`src/rtl/matmul_sequencer.sv`:
```
// Matrix-multiply sequencer: fetches one A row / B column pair per result element,
// reduces it LANES products per cycle and streams C out with saturation.
module matmul_sequencer #(
    parameter  int DIM    = 32,
    parameter  int DATA_W = 8,
    parameter  int LANES  = 4,
    parameter  int OUT_W  = 8,
    localparam int IDX_W  = ($clog2(DIM) > 1) ? $clog2(DIM) : 1
) (
    input  logic                  clk_in,
    input  logic                  rst_in,
    input  logic                  start,
    input  logic                  abort,
    input  logic                  col_major,
    output logic [IDX_W-1:0]      req_row,
    output logic [IDX_W-1:0]      req_col,
    output logic                  req_valid,
    input  logic                  vec_valid,
    input  logic [DIM*DATA_W-1:0] row_vec,
    input  logic [DIM*DATA_W-1:0] col_vec,
    output logic [IDX_W-1:0]      row_out,
    output logic [IDX_W-1:0]      col_out,
    output logic [OUT_W-1:0]      elem_out,
    output logic                  out_valid,
    input  logic                  out_ready,
    output logic                  busy,
    output logic                  done
);

    localparam int GROUPS = DIM / LANES;
    localparam int GRP_W  = (GROUPS > 1) ? $clog2(GROUPS) : 1;
    localparam int ACC_W  = 2 * DATA_W + $clog2(DIM);
    localparam int CMP_W  = ((ACC_W > OUT_W) ? ACC_W : OUT_W) + 1;

    localparam logic [IDX_W-1:0] LAST_IDX = IDX_W'(DIM - 1);
    localparam logic [GRP_W-1:0] LAST_GRP = GRP_W'(GROUPS - 1);
    localparam logic [CMP_W-1:0] SAT_MAX  = (CMP_W'(1) << OUT_W) - CMP_W'(1);

    if (DIM < 2 || LANES < 1 || (DIM % LANES) != 0) begin : g_param_check
        $error("matmul_sequencer: DIM must be >= 2 and a multiple of LANES");
    end

    typedef enum logic [1:0] {
        S_IDLE,
        S_REQ,
        S_MAC,
        S_OUT
    } state_t;

    state_t                state;
    logic                  start_q;
    logic                  col_major_q;
    logic [GRP_W-1:0]      grp;
    logic [ACC_W-1:0]      acc;
    logic [DIM*DATA_W-1:0] row_q;
    logic [DIM*DATA_W-1:0] col_q;

    logic                  start_edge;
    logic                  last_elem;
    logic [ACC_W-1:0]      lane_sum;
    logic [ACC_W-1:0]      acc_next;
    logic [CMP_W-1:0]      acc_wide;
    logic [OUT_W-1:0]      elem_sat;

    function automatic logic [ACC_W-1:0] widen(input logic [DATA_W-1:0] v);
        return ACC_W'(v);
    endfunction

    assign start_edge = start & ~start_q;
    assign last_elem  = (req_row == LAST_IDX) && (req_col == LAST_IDX);

    // NOTE: every variable assigned here gets a default first, so no path can
    // leave it holding an old value and infer a latch.
    always_comb begin
        lane_sum = '0;
        for (int l = 0; l < LANES; l++) begin
            lane_sum = lane_sum
                     + widen(row_q[(int'(grp) * LANES + l) * DATA_W +: DATA_W])
                     * widen(col_q[(int'(grp) * LANES + l) * DATA_W +: DATA_W]);
        end
        acc_next = acc + lane_sum;
        acc_wide = CMP_W'(acc_next);
        elem_sat = (acc_wide > SAT_MAX) ? SAT_MAX[OUT_W-1:0] : acc_wide[OUT_W-1:0];
    end

    // NOTE: operand vectors carry no reset; they are always written on
    // acceptance before the MAC phase reads them.
    always_ff @(posedge clk_in) begin
        if (!rst_in && !abort && state == S_REQ && vec_valid) begin
            row_q <= row_vec;
            col_q <= col_vec;
        end
    end

    // NOTE: sequential state uses non-blocking assignments only, so every
    // branch below reads the values registered at the previous edge.
    always_ff @(posedge clk_in) begin
        if (rst_in) begin
            state       <= S_IDLE;
            start_q     <= 1'b0;
            col_major_q <= 1'b0;
            grp         <= '0;
            acc         <= '0;
            req_row     <= '0;
            req_col     <= '0;
            req_valid   <= 1'b0;
            row_out     <= '0;
            col_out     <= '0;
            elem_out    <= '0;
            out_valid   <= 1'b0;
            busy        <= 1'b0;
            done        <= 1'b0;
        end else begin
            start_q <= start;
            if (abort && state != S_IDLE) begin
                state     <= S_IDLE;
                req_valid <= 1'b0;
                out_valid <= 1'b0;
                busy      <= 1'b0;
                done      <= 1'b0;
            end else begin
                unique case (state)
                    S_IDLE: begin
                        if (start_edge && !abort) begin
                            state       <= S_REQ;
                            col_major_q <= col_major;
                            req_row     <= '0;
                            req_col     <= '0;
                            req_valid   <= 1'b1;
                            busy        <= 1'b1;
                            done        <= 1'b0;
                        end
                    end
                    S_REQ: begin
                        if (vec_valid) begin
                            state     <= S_MAC;
                            req_valid <= 1'b0;
                            acc       <= '0;
                            grp       <= '0;
                        end
                    end
                    S_MAC: begin
                        acc <= acc_next;
                        grp <= grp + 1'b1;
                        if (grp == LAST_GRP) begin
                            state     <= S_OUT;
                            out_valid <= 1'b1;
                            elem_out  <= elem_sat;
                            row_out   <= req_row;
                            col_out   <= req_col;
                        end
                    end
                    S_OUT: begin
                        if (out_ready) begin
                            out_valid <= 1'b0;
                            if (last_elem) begin
                                state   <= S_IDLE;
                                busy    <= 1'b0;
                                done    <= 1'b1;
                                req_row <= '0;
                                req_col <= '0;
                            end else begin
                                state     <= S_REQ;
                                req_valid <= 1'b1;
                                // Column-major walks down a column before moving right.
                                if (col_major_q) begin
                                    if (req_row == LAST_IDX) begin
                                        req_row <= '0;
                                        req_col <= req_col + 1'b1;
                                    end else begin
                                        req_row <= req_row + 1'b1;
                                    end
                                end else begin
                                    if (req_col == LAST_IDX) begin
                                        req_col <= '0;
                                        req_row <= req_row + 1'b1;
                                    end else begin
                                        req_col <= req_col + 1'b1;
                                    end
                                end
                            end
                        end
                    end
                    default: state <= S_IDLE;
                endcase
            end
        end
    end

endmodule
```
`config.mk`:
```
export PLATFORM = sky130hd
export DESIGN_NAME = matmul_sequencer
export DESIGN_NICKNAME = d
export VERILOG_FILES = /design/src/rtl/matmul_sequencer.sv
export SDC_FILE = /design/constraint.sdc
export NUM_CORES = 1
export LEC_CHECK = 0
export BUFFER_PORTS_ARGS = -buffer_cell sky130_fd_sc_hd__buf_2
export CORE_MARGIN = 10
export CORE_UTILIZATION = 51
export DETAILED_ROUTE_END_ITERATION = 12
export PLACE_DENSITY = 0.83
export SYNTH_ARGS = -nofsm -noshare
export SYNTH_HDL_FRONTEND = slang
export SYNTH_SLANG_ARGS = --single-unit
```
`constraint.sdc`:
```
create_clock -name clk_in -period 107.7 [get_ports clk_in]
set_input_delay 16.155 -clock clk_in [delete_from_list [all_inputs] [get_ports clk_in]]
set_output_delay 16.155 -clock clk_in [all_outputs]
set_load 0.01 [all_outputs]
```
==> results of run 1 <==
[kinds of logic (layout without fill, tap and decap cells)]
group | count (synthesis) | in the layout
other cells | 0 | 11
simple gates | 439 | 439
compound gates | 140 | 140
buf+inv | 413 | 1033
fa+ha+maj | 379 | 379
xor+xnor | 6 | 6
flops | 572 | 572
mux | 197 | 197
[metal layers]
| metal | wire (um) | vias up | GRT usage | share of wire |
|---|---|---|---|---|
| li1 | - | 8639 | - | - |
| met1 | 29500 | 9900 | 0.269 | 0.35 |
| met2 | 45300 | 959 | 0.418 | 0.53 |
| met3 | 6360 | 202 | 0.0524 | 0.075 |
| met4 | 4040 | 0 | 0.115 | 0.047 |
| met5 | 0 | - | 0 | 0 |
[path summary, 6_finish.rpt]
check                end  slack (ps)  startpoint  cells after the start
max           row_q[201]       88420      rst_in                      5
min           col_out[0]         460  col_out[0]                      2
max reg2reg  elem_out[0]       96220      grp[0]                     26
min reg2reg   col_out[0]         460  col_out[0]                      2
[state kept, by name, summed over array words and instances (netlist names)]
register and count:
col_out 5, col_q 256, out_valid 1, req_row 5, req_col 5, acc 21, col_major_q 1, start_q 1
req_valid 1, row_out 5, done 1, state 2, elem_out 8, grp 3, busy 1, row_q 256
[worst max-delay path, cell delays in order]
cell,delay (ps)
sky130_fd_sc_hd__buf_2,410
sky130_fd_sc_hd__nor4bb_4,370
sky130_fd_sc_hd__buf_4,620
sky130_fd_sc_hd__buf_12,640
sky130_fd_sc_hd__buf_4,960
[synth_stat cells, types with 9 or more instances]
cell	n	area share
sky130_fd_sc_hd__edfxtp_1	512	0.49
sky130_fd_sc_hd__inv_1	356	0.043
sky130_fd_sc_hd__fa_1	242	0.15
sky130_fd_sc_hd__nor2_1	217	0.026
sky130_fd_sc_hd__ha_1	137	0.055
sky130_fd_sc_hd__mux4_2	128	0.092
sky130_fd_sc_hd__nand2_1	84	0.010
sky130_fd_sc_hd__dfxtp_1	60	0.038
sky130_fd_sc_hd__mux2i_1	56	0.018
sky130_fd_sc_hd__or2_2	56	0.011
sky130_fd_sc_hd__a21oi_1	51	0.0081
sky130_fd_sc_hd__clkbuf_1	32	0.0038
sky130_fd_sc_hd__nor3_1	20	0.0032
sky130_fd_sc_hd__o21ai_0	20	0.0032
sky130_fd_sc_hd__a22oi_1	15	0.0036
sky130_fd_sc_hd__mux2_2	13	0.0047
sky130_fd_sc_hd__buf_2	12	0.0019
sky130_fd_sc_hd__nand2b_1	10	0.0020
sky130_fd_sc_hd__nand3_1	10	0.0016
sky130_fd_sc_hd__nor2b_1	9	0.0018
sky130_fd_sc_hd__o21bai_1	9	0.0022
[through the flow]
step / cell area (um^2) / setup slack, ps / hold slack, ps
global placement: 35000 / 88040 / 443
CTS: 36900 / 88550 / 462
global route: 36900 / 88210 / 467
detailed placement: 35000 / 87870 / 453
finish: 36900 / 88420 / 459
floorplan: 31300 / 41050 / 436
[final cells by class]
cell class | count | area (um^2)
multi-input cells | 1161 | 13200
repair buffers | 575 | 2970
flip-flops and latches | 572 | 16600
fillers | 4372 | 23600
diodes | 11 | 27.5
well taps | 782 | 978
clock buffers | 70 | 1510
inverters | 356 | 1340
clock inverters | 32 | 369
[cell usage in the layout, fill, tap and decap left out, types with 4 or more instances in the layout]
cell type                      n
sky130_fd_sc_hd__or2_2        56
sky130_fd_sc_hd__clkinv_2      9
sky130_fd_sc_hd__ha_1        137
sky130_fd_sc_hd__a21oi_1      51
sky130_fd_sc_hd__clkinvlp_4    4
sky130_fd_sc_hd__nand3_1      10
sky130_fd_sc_hd__clkbuf_8      5
sky130_fd_sc_hd__fa_1        242
sky130_fd_sc_hd__nor2b_1       9
sky130_fd_sc_hd__o21bai_1      9
sky130_fd_sc_hd__a22oi_1      15
sky130_fd_sc_hd__clkbuf_16    56
sky130_fd_sc_hd__nor2_1      217
sky130_fd_sc_hd__o21ai_0      20
sky130_fd_sc_hd__and2_1        5
sky130_fd_sc_hd__clkinv_1      8
sky130_fd_sc_hd__mux4_2      128
sky130_fd_sc_hd__diode_2      11
sky130_fd_sc_hd__buf_4        23
sky130_fd_sc_hd__clkbuf_1      7
sky130_fd_sc_hd__bufinv_16     6
sky130_fd_sc_hd__edfxtp_1    512
sky130_fd_sc_hd__and3_1        6
sky130_fd_sc_hd__nor3_1       20
sky130_fd_sc_hd__buf_2       550
sky130_fd_sc_hd__nand2b_1     10
sky130_fd_sc_hd__mux2i_1      56
sky130_fd_sc_hd__nand2_1      84
sky130_fd_sc_hd__dfxtp_1      57
sky130_fd_sc_hd__mux2_2       13
sky130_fd_sc_hd__inv_1       356
==> qor.yml, run 1 <==
drt-total-wl_um: 85300
worst_rel_slew_slack: 0.153
floorplan.die.width_um: 268
place_congestion: 0.931
postSynthCellCount: 2146
maximum_buffer_depth_of_the_clock_tree: 3
ys_ff_latch: 572
setup.worst_path.class: "in2reg"
final_count_of_pins_violating_max_slew: 0
crit_path_start_kind: "input port"
synth_sequential_area_ratio: 0.529
remaining_antenna_violation_count_after_routing: 0
cts_setup_buffers: 0
nets: 3619
wl_per_cell_um: 24.0
postCtsHoldBufs: 0
dpl.hpwl_um: 66100
die_height_um: 268
floorplan.initialDensity: 0.517
yosysWarnings: 0
detail_route.vias_per_cell: 5.54
setup_viol_count_final: 0
final-hold-violation-count: 0
syn-cell-area_um2: 31300
floorplan.die_area_um2: 71800
synth_flop_cell: "sky130_fd_sc_hd__edfxtp_1"
maximum_clock_frequency_ghz: 0.0519
synthSimpleGateAreaFrac: 0.0637
post_route_cells_drive_above_1_share: 0.319
grt_setup_unrepaired: "no"
finalSetupTns_ps: 0
post_cts_resize_count: 0
clk-insertion-delay-late_ps: 620
fraction_of_synthesis_flops_using_an_asynchronous_set_or_reset_pin: 0
clock_sink_count: 572
grt_first_pass_wirelength_um: 127000
path_clk_slew_ps: 60
worstHoldPathType: "reg2reg"
numCtsBuffers: 55
crit_arrival_ps: 19520
synth_compound_gate_area_share: 0.0307
vias_in_the_first_global_route: 22000
placement_rows: 90
main_combinational_cell_family_by_area_after_synthesis: "adder cells"
finalCoreUtilization: 0.610
critPathCaptureType: "flip-flop"
synth_xor_area_frac: 0.00168
globalRouteOverflowTotal: 0
synth-adder-area-share: 0.209
root_buf_cell: "sky130_fd_sc_hd__clkbuf_16"
yosys-mux-area-fraction: 0.115
min_period_over_period: 0.179
cap_violations: 0
post_synth_num_cell_types: 70
timing_worst_slew_pin_value_ps: 1230
io_buffer_count: 550
cts_tree: "built"
worstPathRequired_ps: 107930
maximum_number_of_pins_on_one_net_before_global_route_repair: 192
path_max_fanout: 178
initial_antenna_violation_count: 14
final_cell_count_no_fill: 3559
fin_skew_ps: 38.4
core_region_area_um2: 60600
detailedRoute.firstPassIterationCount: 5
remaining_drc_errors: 0
period_needed_ps: 19280
initialDrtViolationCount: 1671
synth-edff-count: 512
clock_tree.htree_level_count: 2
run_status: "complete, no violations"
boundaryPins: 551
p_r_area_growth_vs_syn_pct: 17.9
synth_nets: 3044
global_route.usage.total: 0.237
vias_after_detailed_routing: 19700
placedCellCount: 3446
postSynthAreaPerCell_um2: 14.6
Power of run 1 is left out: the tool's default activity adds up to more than one toggle a clock period on the data nets, which glitch-free logic cannot reach.
==> run 2: changes to the inputs <==
--- a/config.mk
+++ b/config.mk
@@ -9,7 +9,7 @@
 export CORE_MARGIN = 10
 export CORE_UTILIZATION = 51
 export DETAILED_ROUTE_END_ITERATION = 12
-export PLACE_DENSITY = 0.83
+export PLACE_DENSITY = 0.86
 export SYNTH_ARGS = -nofsm -noshare
 export SYNTH_HDL_FRONTEND = slang
 export SYNTH_SLANG_ARGS = --single-unit
==> constraint.sdc (replaced) <==
create_clock -name clk_in -period 15.75 [get_ports clk_in]
set_input_delay 2.3625 -clock clk_in [delete_from_list [all_inputs] [get_ports clk_in]]
set_output_delay 2.3625 -clock clk_in [all_outputs]
set_load 0.01 [all_outputs]
==> qor.yml, run 2 (synthesis gave the netlist of run 1 again) <==
p_r_area_growth_vs_syn_pct: 18.0  # was 17.9%
timing_worst_slew_pin_value_ps: 1310  # was 1230 ps
grt_first_pass_wirelength_um: 131000  # was 127000 um
maximum_clock_frequency_ghz: 0.101
wl_met1_um: 30800  # was 29500 um
critPathCaptureType: "flip-flop"  # unchanged
worstHoldPathType: "reg2reg"  # unchanged
core_region_area_um2: 60600  # unchanged
floorplan.die.width_um: 268  # unchanged
remaining_drc_errors: 0  # unchanged
place_congestion: 0.961  # was 0.931
boundaryPins: 551  # unchanged
nets: 3621  # was 3619
placement.setup.worst_slack_ps: 5790  # was 87870 ps
clock_tree.htree_level_count: 2  # unchanged
crit_path_start_kind: "flip-flop"  # was input port
numCtsBuffers: 58  # was 55
vias_after_detailed_routing: 19800  # was 19700
clock_sink_count: 572  # unchanged
fin_skew_ps: 50.6  # was 38.4 ps
r2r-start: "grp[0]"  # unchanged
placement_rows: 90  # unchanged
final_cell_mix: "sky130_fd_sc_hd__buf_2, sky130_fd_sc_hd__edfxtp_1, sky130_fd_sc_hd__inv_1, sky130_fd_sc_hd__fa_1, sky130_fd_sc_hd__nor2_1"  # unchanged
worst_setup_startpoint: "grp[0]"  # was rst_in
initialDrtViolationCount: 1794  # was 1671
cts_tree: "built"  # unchanged
min_from: "col_out[2]"  # was col_out[0]
cts_setup_buffers: 0  # unchanged
drt-total-wl_um: 88500  # was 85300 um
dpl.hpwl_um: 69600  # was 66100 um
final-hold-violation-count: 0  # unchanged
crit_arrival_ps: 10370  # was 19520 ps
routed-wl-met2_um: 48000  # was 45300 um
maximum_number_of_pins_on_one_net_before_global_route_repair: 208  # was 192
globalRouteOverflowTotal: 0  # unchanged
floorplan.initialDensity: 0.517  # unchanged
worstPathRequired_ps: 16230  # was 107930 ps
finalSetupTns_ps: 0  # unchanged
largest_registers: "col_q x256, row_q x256, acc x21"  # unchanged
wl_met3_um: 6200  # was 6360 um
cap_violations: 0  # unchanged
setup_viol_count_final: 0  # unchanged
die_height_um: 268  # unchanged
postCtsHoldBufs: 0  # unchanged
worst_rel_slew_slack: 0.0985  # was 0.153
initial_antenna_violation_count: 16  # was 14
top_layer_used: "met5"  # was met4
post_route_cells_drive_above_1_share: 0.319  # about the same
grt_setup_unrepaired: "no"  # unchanged
detailedRoute.firstPassIterationCount: 5  # unchanged
run_status: "complete, no violations"  # unchanged
period_needed_ps: 9890
detail_route.vias_per_cell: 5.57  # was 5.54
global_route.usage.total: 0.245  # was 0.237
clk-insertion-delay-late_ps: 650  # was 620 ps
min_period_over_period: 0.628
leading_cell_type_in_the_layout_fill_and_taps_excluded: "sky130_fd_sc_hd__buf_2"  # unchanged
final_count_of_pins_violating_max_slew: 0  # unchanged
floorplan.die_area_um2: 71800  # unchanged
io_buffer_count: 550  # unchanged
path_max_fanout: 30  # was 178
post_cts_resize_count: 0  # unchanged
root_buf_cell: "sky130_fd_sc_hd__clkbuf_16"  # unchanged
vias_in_the_first_global_route: 21800  # was 22000
path_clk_slew_ps: 60  # about the same
maximum_buffer_depth_of_the_clock_tree: 3  # unchanged
remaining_antenna_violation_count_after_routing: 0  # unchanged
setup.worst_path.class: "reg2reg"  # was in2reg
wl_per_cell_um: 24.8  # was 24.0 um
setup_ws_ps: 5860  # was 88420 ps
==> run 2: cell types whose count changed in the layout (fill, tap and decap cells not counted), moves of 2 or more <==
cell | before | now
sky130_fd_sc_hd__clkbuf_2 | 2 | 0
sky130_fd_sc_hd__clkbuf_8 | 5 | 0
sky130_fd_sc_hd__clkbuf_16 | 56 | 58
sky130_fd_sc_hd__clkbuf_1 | 7 | 9
sky130_fd_sc_hd__clkinv_4 | 0 | 3
==> run 2: final cells by class <==
class	instances	area, um^2
Fill cell	4506	23600
Sequential cell	572	16600
Multi-Input combinational cell	1161	13200
Timing Repair Buffer	574	2960
Clock buffer	67	1490
Inverter	356	1340
Tap cell	782	978
Clock inverter	38	443
Antenna cell	11	27.5
==> run 2: stage by stage <==
step	cell area (um^2)	util	hold WS (ps)	instances
global placement	35000	0.578	439	3445
finish	37000	0.611	462	3561
detailed placement	35000	0.578	451	3445
CTS	37000	0.610	460	3550
floorplan	31400	-	436	2146
global route	37000	0.610	490	3558
==> run 2: routing by layer <==
metal  up-vias  global-route usage
li1       8627                   -
met1     10100               0.284
met2       949               0.443
met3       185              0.0465
met4         8              0.0979
met5         -                   0
==> run 2: final timing paths <==
kind / slack (ps) / depth (start not counted) / to
hold reg to reg: 460 / 2 / col_out[2]
setup / recovery: 5860 / 24 / elem_out[0]
setup reg to reg: 5860 / 24 / elem_out[0]
hold / removal: 460 / 2 / col_out[2]
==> run 2: worst max-delay path, stage by stage (launching register included) <==
cell and delay [ps]:
sky130_fd_sc_hd__dfxtp_4 770, sky130_fd_sc_hd__buf_4 590, sky130_fd_sc_hd__mux4_2 580, sky130_fd_sc_hd__mux2i_1 980, sky130_fd_sc_hd__nor2_1 190, sky130_fd_sc_hd__fa_1 600
sky130_fd_sc_hd__inv_1 50, sky130_fd_sc_hd__fa_1 480, sky130_fd_sc_hd__fa_1 530, sky130_fd_sc_hd__fa_1 530, sky130_fd_sc_hd__inv_1 60, sky130_fd_sc_hd__fa_1 550
sky130_fd_sc_hd__fa_1 430, sky130_fd_sc_hd__fa_1 510, sky130_fd_sc_hd__inv_1 50, sky130_fd_sc_hd__fa_1 470, sky130_fd_sc_hd__inv_1 40, sky130_fd_sc_hd__ha_1 270
sky130_fd_sc_hd__a2111oi_4 410, sky130_fd_sc_hd__o211ai_2 180, sky130_fd_sc_hd__a41oi_1 430, sky130_fd_sc_hd__a31o_2 240, sky130_fd_sc_hd__o22ai_1 110, sky130_fd_sc_hd__nor4_4 490
sky130_fd_sc_hd__a21oi_1 140
Power of run 2 is left out for the same reason.
==> run 3: changes to the inputs <==
--- a/config.mk
+++ b/config.mk
@@ -5,11 +5,12 @@
 export SDC_FILE = /design/constraint.sdc
 export NUM_CORES = 1
 export LEC_CHECK = 0
+export ABC_AREA = 1
 export BUFFER_PORTS_ARGS = -buffer_cell sky130_fd_sc_hd__buf_2
 export CORE_MARGIN = 10
 export CORE_UTILIZATION = 51
 export DETAILED_ROUTE_END_ITERATION = 12
-export PLACE_DENSITY = 0.86
+export PLACE_DENSITY = 0.83
 export SYNTH_ARGS = -nofsm -noshare
 export SYNTH_HDL_FRONTEND = slang
 export SYNTH_SLANG_ARGS = --single-unit
==> constraint.sdc (replaced) <==
create_clock -name clk_in -period 9.6 [get_ports clk_in]
set_input_delay 1.44 -clock clk_in [delete_from_list [all_inputs] [get_ports clk_in]]
set_output_delay 1.44 -clock clk_in [all_outputs]
set_load 0.01 [all_outputs]
==> qor.yml, run 3 <==
run_status: "complete, no violations"  # unchanged
dpl.hpwl_um: 75000  # was 69600 um
final-seq-area_um2: 16600  # about the same
synth_sequential_area_ratio: 0.514  # was 0.529
initial_antenna_violation_count: 26  # was 16
boundaryPins: 551  # unchanged
place_congestion: 0.998  # was 0.961
synthSimpleGateAreaFrac: 0.119  # was 0.0637
synth.area.top_cells: "sky130_fd_sc_hd__edfxtp_1, sky130_fd_sc_hd__fa_1, sky130_fd_sc_hd__nor2_1"  # was sky130_fd_sc_hd__edfxtp_1, sky130_fd_sc_hd__fa_1, sky130_fd_sc_hd__mux4_2
remaining_drc_errors: 0  # unchanged
critPathCaptureType: "flip-flop"  # unchanged
leading_cell_type_in_the_layout_fill_and_taps_excluded: "sky130_fd_sc_hd__nor2_1"  # was sky130_fd_sc_hd__buf_2
postSynthCellCount: 2990  # was 2146
p_r_area_growth_vs_syn_pct: 17.1  # was 18.0%
placement_rows: 92  # was 90
synth_xor_area_frac: 0.00190  # was 0.00168
clk-insertion-delay-late_ps: 650  # about the same
synth_flop_cell: "sky130_fd_sc_hd__edfxtp_1"  # unchanged
yosysWarnings: 0  # unchanged
worstHoldPathType: "reg2reg"  # unchanged
path_clk_slew_ps: 60  # about the same
worstPathRequired_ps: 10090  # was 16230 ps
crit_path_max_incr_delay_ps: 630  # was 980 ps
post_synth_num_cell_types: 37  # was 70
min_period_over_period: 0.924  # was 0.628
cts_setup_buffers: 0  # unchanged
detailedRoute.firstPassIterationCount: 6  # was 5
crit_path_top_delay_cell: "sky130_fd_sc_hd__o21ai_1"  # was sky130_fd_sc_hd__mux2i_1
detail_route.vias_per_cell: 5.46  # was 5.57
root_buf_cell: "sky130_fd_sc_hd__clkbuf_16"  # unchanged
maximum_number_of_pins_on_one_net_before_global_route_repair: 186  # was 208
numCtsBuffers: 57  # was 58
cts_tree: "built"  # unchanged
floorplan.die_area_um2: 73700  # was 71800 um^2
remaining_antenna_violation_count_after_routing: 0  # unchanged
post_route_cells_drive_above_1_share: 0.218  # was 0.319
path_max_fanout: 140  # was 30
crit_path_start_kind: "flip-flop"  # unchanged
timing_worst_slew_pin_value_ps: 1150  # was 1310 ps
crit_arrival_ps: 9360  # was 10370 ps
yosys-mux-area-fraction: 0.000931  # was 0.115
cap_violations: 0  # unchanged
maximum_buffer_depth_of_the_clock_tree: 3  # unchanged
clock_sink_count: 572  # unchanged
postCtsHoldBufs: 0  # unchanged
setup.worst_path.class: "reg2reg"  # unchanged
floorplan.die.width_um: 272  # was 268 um
synth_compound_gate_area_share: 0.0829  # was 0.0307
main_combinational_cell_family_by_area_after_synthesis: "adder cells"  # unchanged
final-hold-violation-count: 0  # unchanged
io_buffer_count: 550  # unchanged
syn-cell-area_um2: 32300  # was 31300 um^2
clock_tree.htree_level_count: 2  # unchanged
fillers: 4978  # was 4506
post_cts_resize_count: 0  # unchanged
area_occupied_by_multi_input_gates_um2: 13200  # about the same
grt_first_pass_wirelength_um: 145000  # was 131000 um
global_route.usage.total: 0.256  # was 0.245
floorplan.initialDensity: 0.513  # was 0.517
wl_per_cell_um: 21.8  # was 24.8 um
initialDrtViolationCount: 2854  # was 1794
worst_rel_slew_slack: 0.235  # was 0.0985
final_cell_mix: "sky130_fd_sc_hd__nor2_1, sky130_fd_sc_hd__buf_2, sky130_fd_sc_hd__edfxtp_1, sky130_fd_sc_hd__inv_1, sky130_fd_sc_hd__nand2_1"  # was sky130_fd_sc_hd__buf_2, sky130_fd_sc_hd__edfxtp_1, sky130_fd_sc_hd__inv_1, sky130_fd_sc_hd__fa_1, sky130_fd_sc_hd__nor2_1
synth_top_cell_area_share: 0.477  # was 0.491
grt_setup_unrepaired: "no"  # unchanged
core_region_area_um2: 62900  # was 60600 um^2
fraction_of_synthesis_flops_using_an_asynchronous_set_or_reset_pin: 0  # unchanged
postSynthAreaPerCell_um2: 10.8  # was 14.6 um^2
largest_registers: "col_q x256, row_q x256, acc x21"  # unchanged
synthDominantAreaCellType: "sky130_fd_sc_hd__edfxtp_1"  # unchanged
fin_skew_ps: 62.6  # was 50.6 ps
synth-edff-count: 512  # unchanged
maximum_clock_frequency_ghz: 0.113  # was 0.101 GHz
setup_viol_count_final: 0  # unchanged
ys_ff_latch: 572  # unchanged
final_count_of_pins_violating_max_slew: 0  # unchanged
globalRouteOverflowTotal: 0  # unchanged
finalSetupTns_ps: 0  # unchanged
synth_commonest_cells: "sky130_fd_sc_hd__nor2_1, sky130_fd_sc_hd__edfxtp_1, sky130_fd_sc_hd__inv_1, sky130_fd_sc_hd__nand2_1, sky130_fd_sc_hd__fa_1"  # was sky130_fd_sc_hd__edfxtp_1, sky130_fd_sc_hd__inv_1, sky130_fd_sc_hd__fa_1, sky130_fd_sc_hd__nor2_1, sky130_fd_sc_hd__ha_1
drt-total-wl_um: 96700  # was 88500 um
vias_after_detailed_routing: 24200  # was 19800
synth-adder-area-share: 0.203  # was 0.209
nets: 4411  # was 3621
die_height_um: 272  # was 268 um
synth_nets: 3888  # was 3044
period_needed_ps: 8870  # was 9890 ps
vias_in_the_first_global_route: 25300  # was 21800
library_cell_with_the_highest_instance_count_after_synthesis: "sky130_fd_sc_hd__nor2_1"  # was sky130_fd_sc_hd__edfxtp_1
-- run 3: cell count changes in the layout (fill, tap and decap cells not counted), sizes merged, moves of 54 or more --
| cell | change |
|---|---|
| or2 | -54 |
| mux4 | -128 |
| o32ai | +127 |
| inv | +178 |
| nand2 | +230 |
| nor2 | +401 |
| o21ai | +186 |
-- run 3: cell type report --
cell class,instances,share of cell area
Multi-Input combinational cell,1776,0.349
Inverter,533,0.0533
Clock inverter,38,0.0109
Sequential cell,572,0.439
Timing Repair Buffer,573,0.0797
Clock buffer,66,0.0389
Antenna cell,27,0.00179
Tap cell,846,0.0280
-- run 3: logic make-up (layout without fill, tap and decap cells) --
logic type,Yosys count,after routing
compound gates,396,396
xor+xnor,7,7
fa+ha+maj,379,379
buf+inv,642,1210
flops,572,572
mux,3,3
other cells,0,27
simple gates,991,991
-- run 3: through the flow --
step | hold slack [ps] | cell area (um^2) | cells | utilization | worst slack [ps]
6_report | 469 | 37800 | 4431 | 0.601 | 728
5_1_grt | 489 | 37800 | 4429 | 0.601 | 291
4_1_cts | 470 | 37700 | 4404 | 0.600 | 901
3_5_place_dp | 454 | 35800 | 4300 | 0.570 | 963
3_3_place_gp | 454 | 35800 | 4300 | 0.570 | 1030
2_1_floorplan | 444 | 32300 | 2990 | - | -4670
-- run 3: metal layers --
| layer | part of all wire | vias up | track usage |
|---|---|---|---|
| met5 | 0.00013 | - | 0 |
| met4 | 0.053 | 2 | 0.130 |
| met3 | 0.085 | 245 | 0.0514 |
| met2 | 0.50 | 1340 | 0.440 |
| met1 | 0.36 | 11700 | 0.302 |
| li1 | - | 10900 | - |
-- run 3: critical path, delay by kind of cell (launching register included) --
kind	cells	cell delay, ps
compound gates	2	940
fa+ha+maj	9	4350
buf+inv	8	890
flops	1	620
simple gates	14	1690
-- run 3: final timing paths --
| check | from | end | slack [ps] | cells after the start |
|---|---|---|---|---|
| setup / recovery | grp[0] | elem_out[6] | 730 | 33 |
| hold / removal | acc[1] | acc[1] | 470 | 2 |
| setup reg to reg | grp[0] | elem_out[6] | 730 | 33 |
| hold reg to reg | acc[1] | acc[1] | 470 | 2 |
Power of run 3 is left out for the same reason.
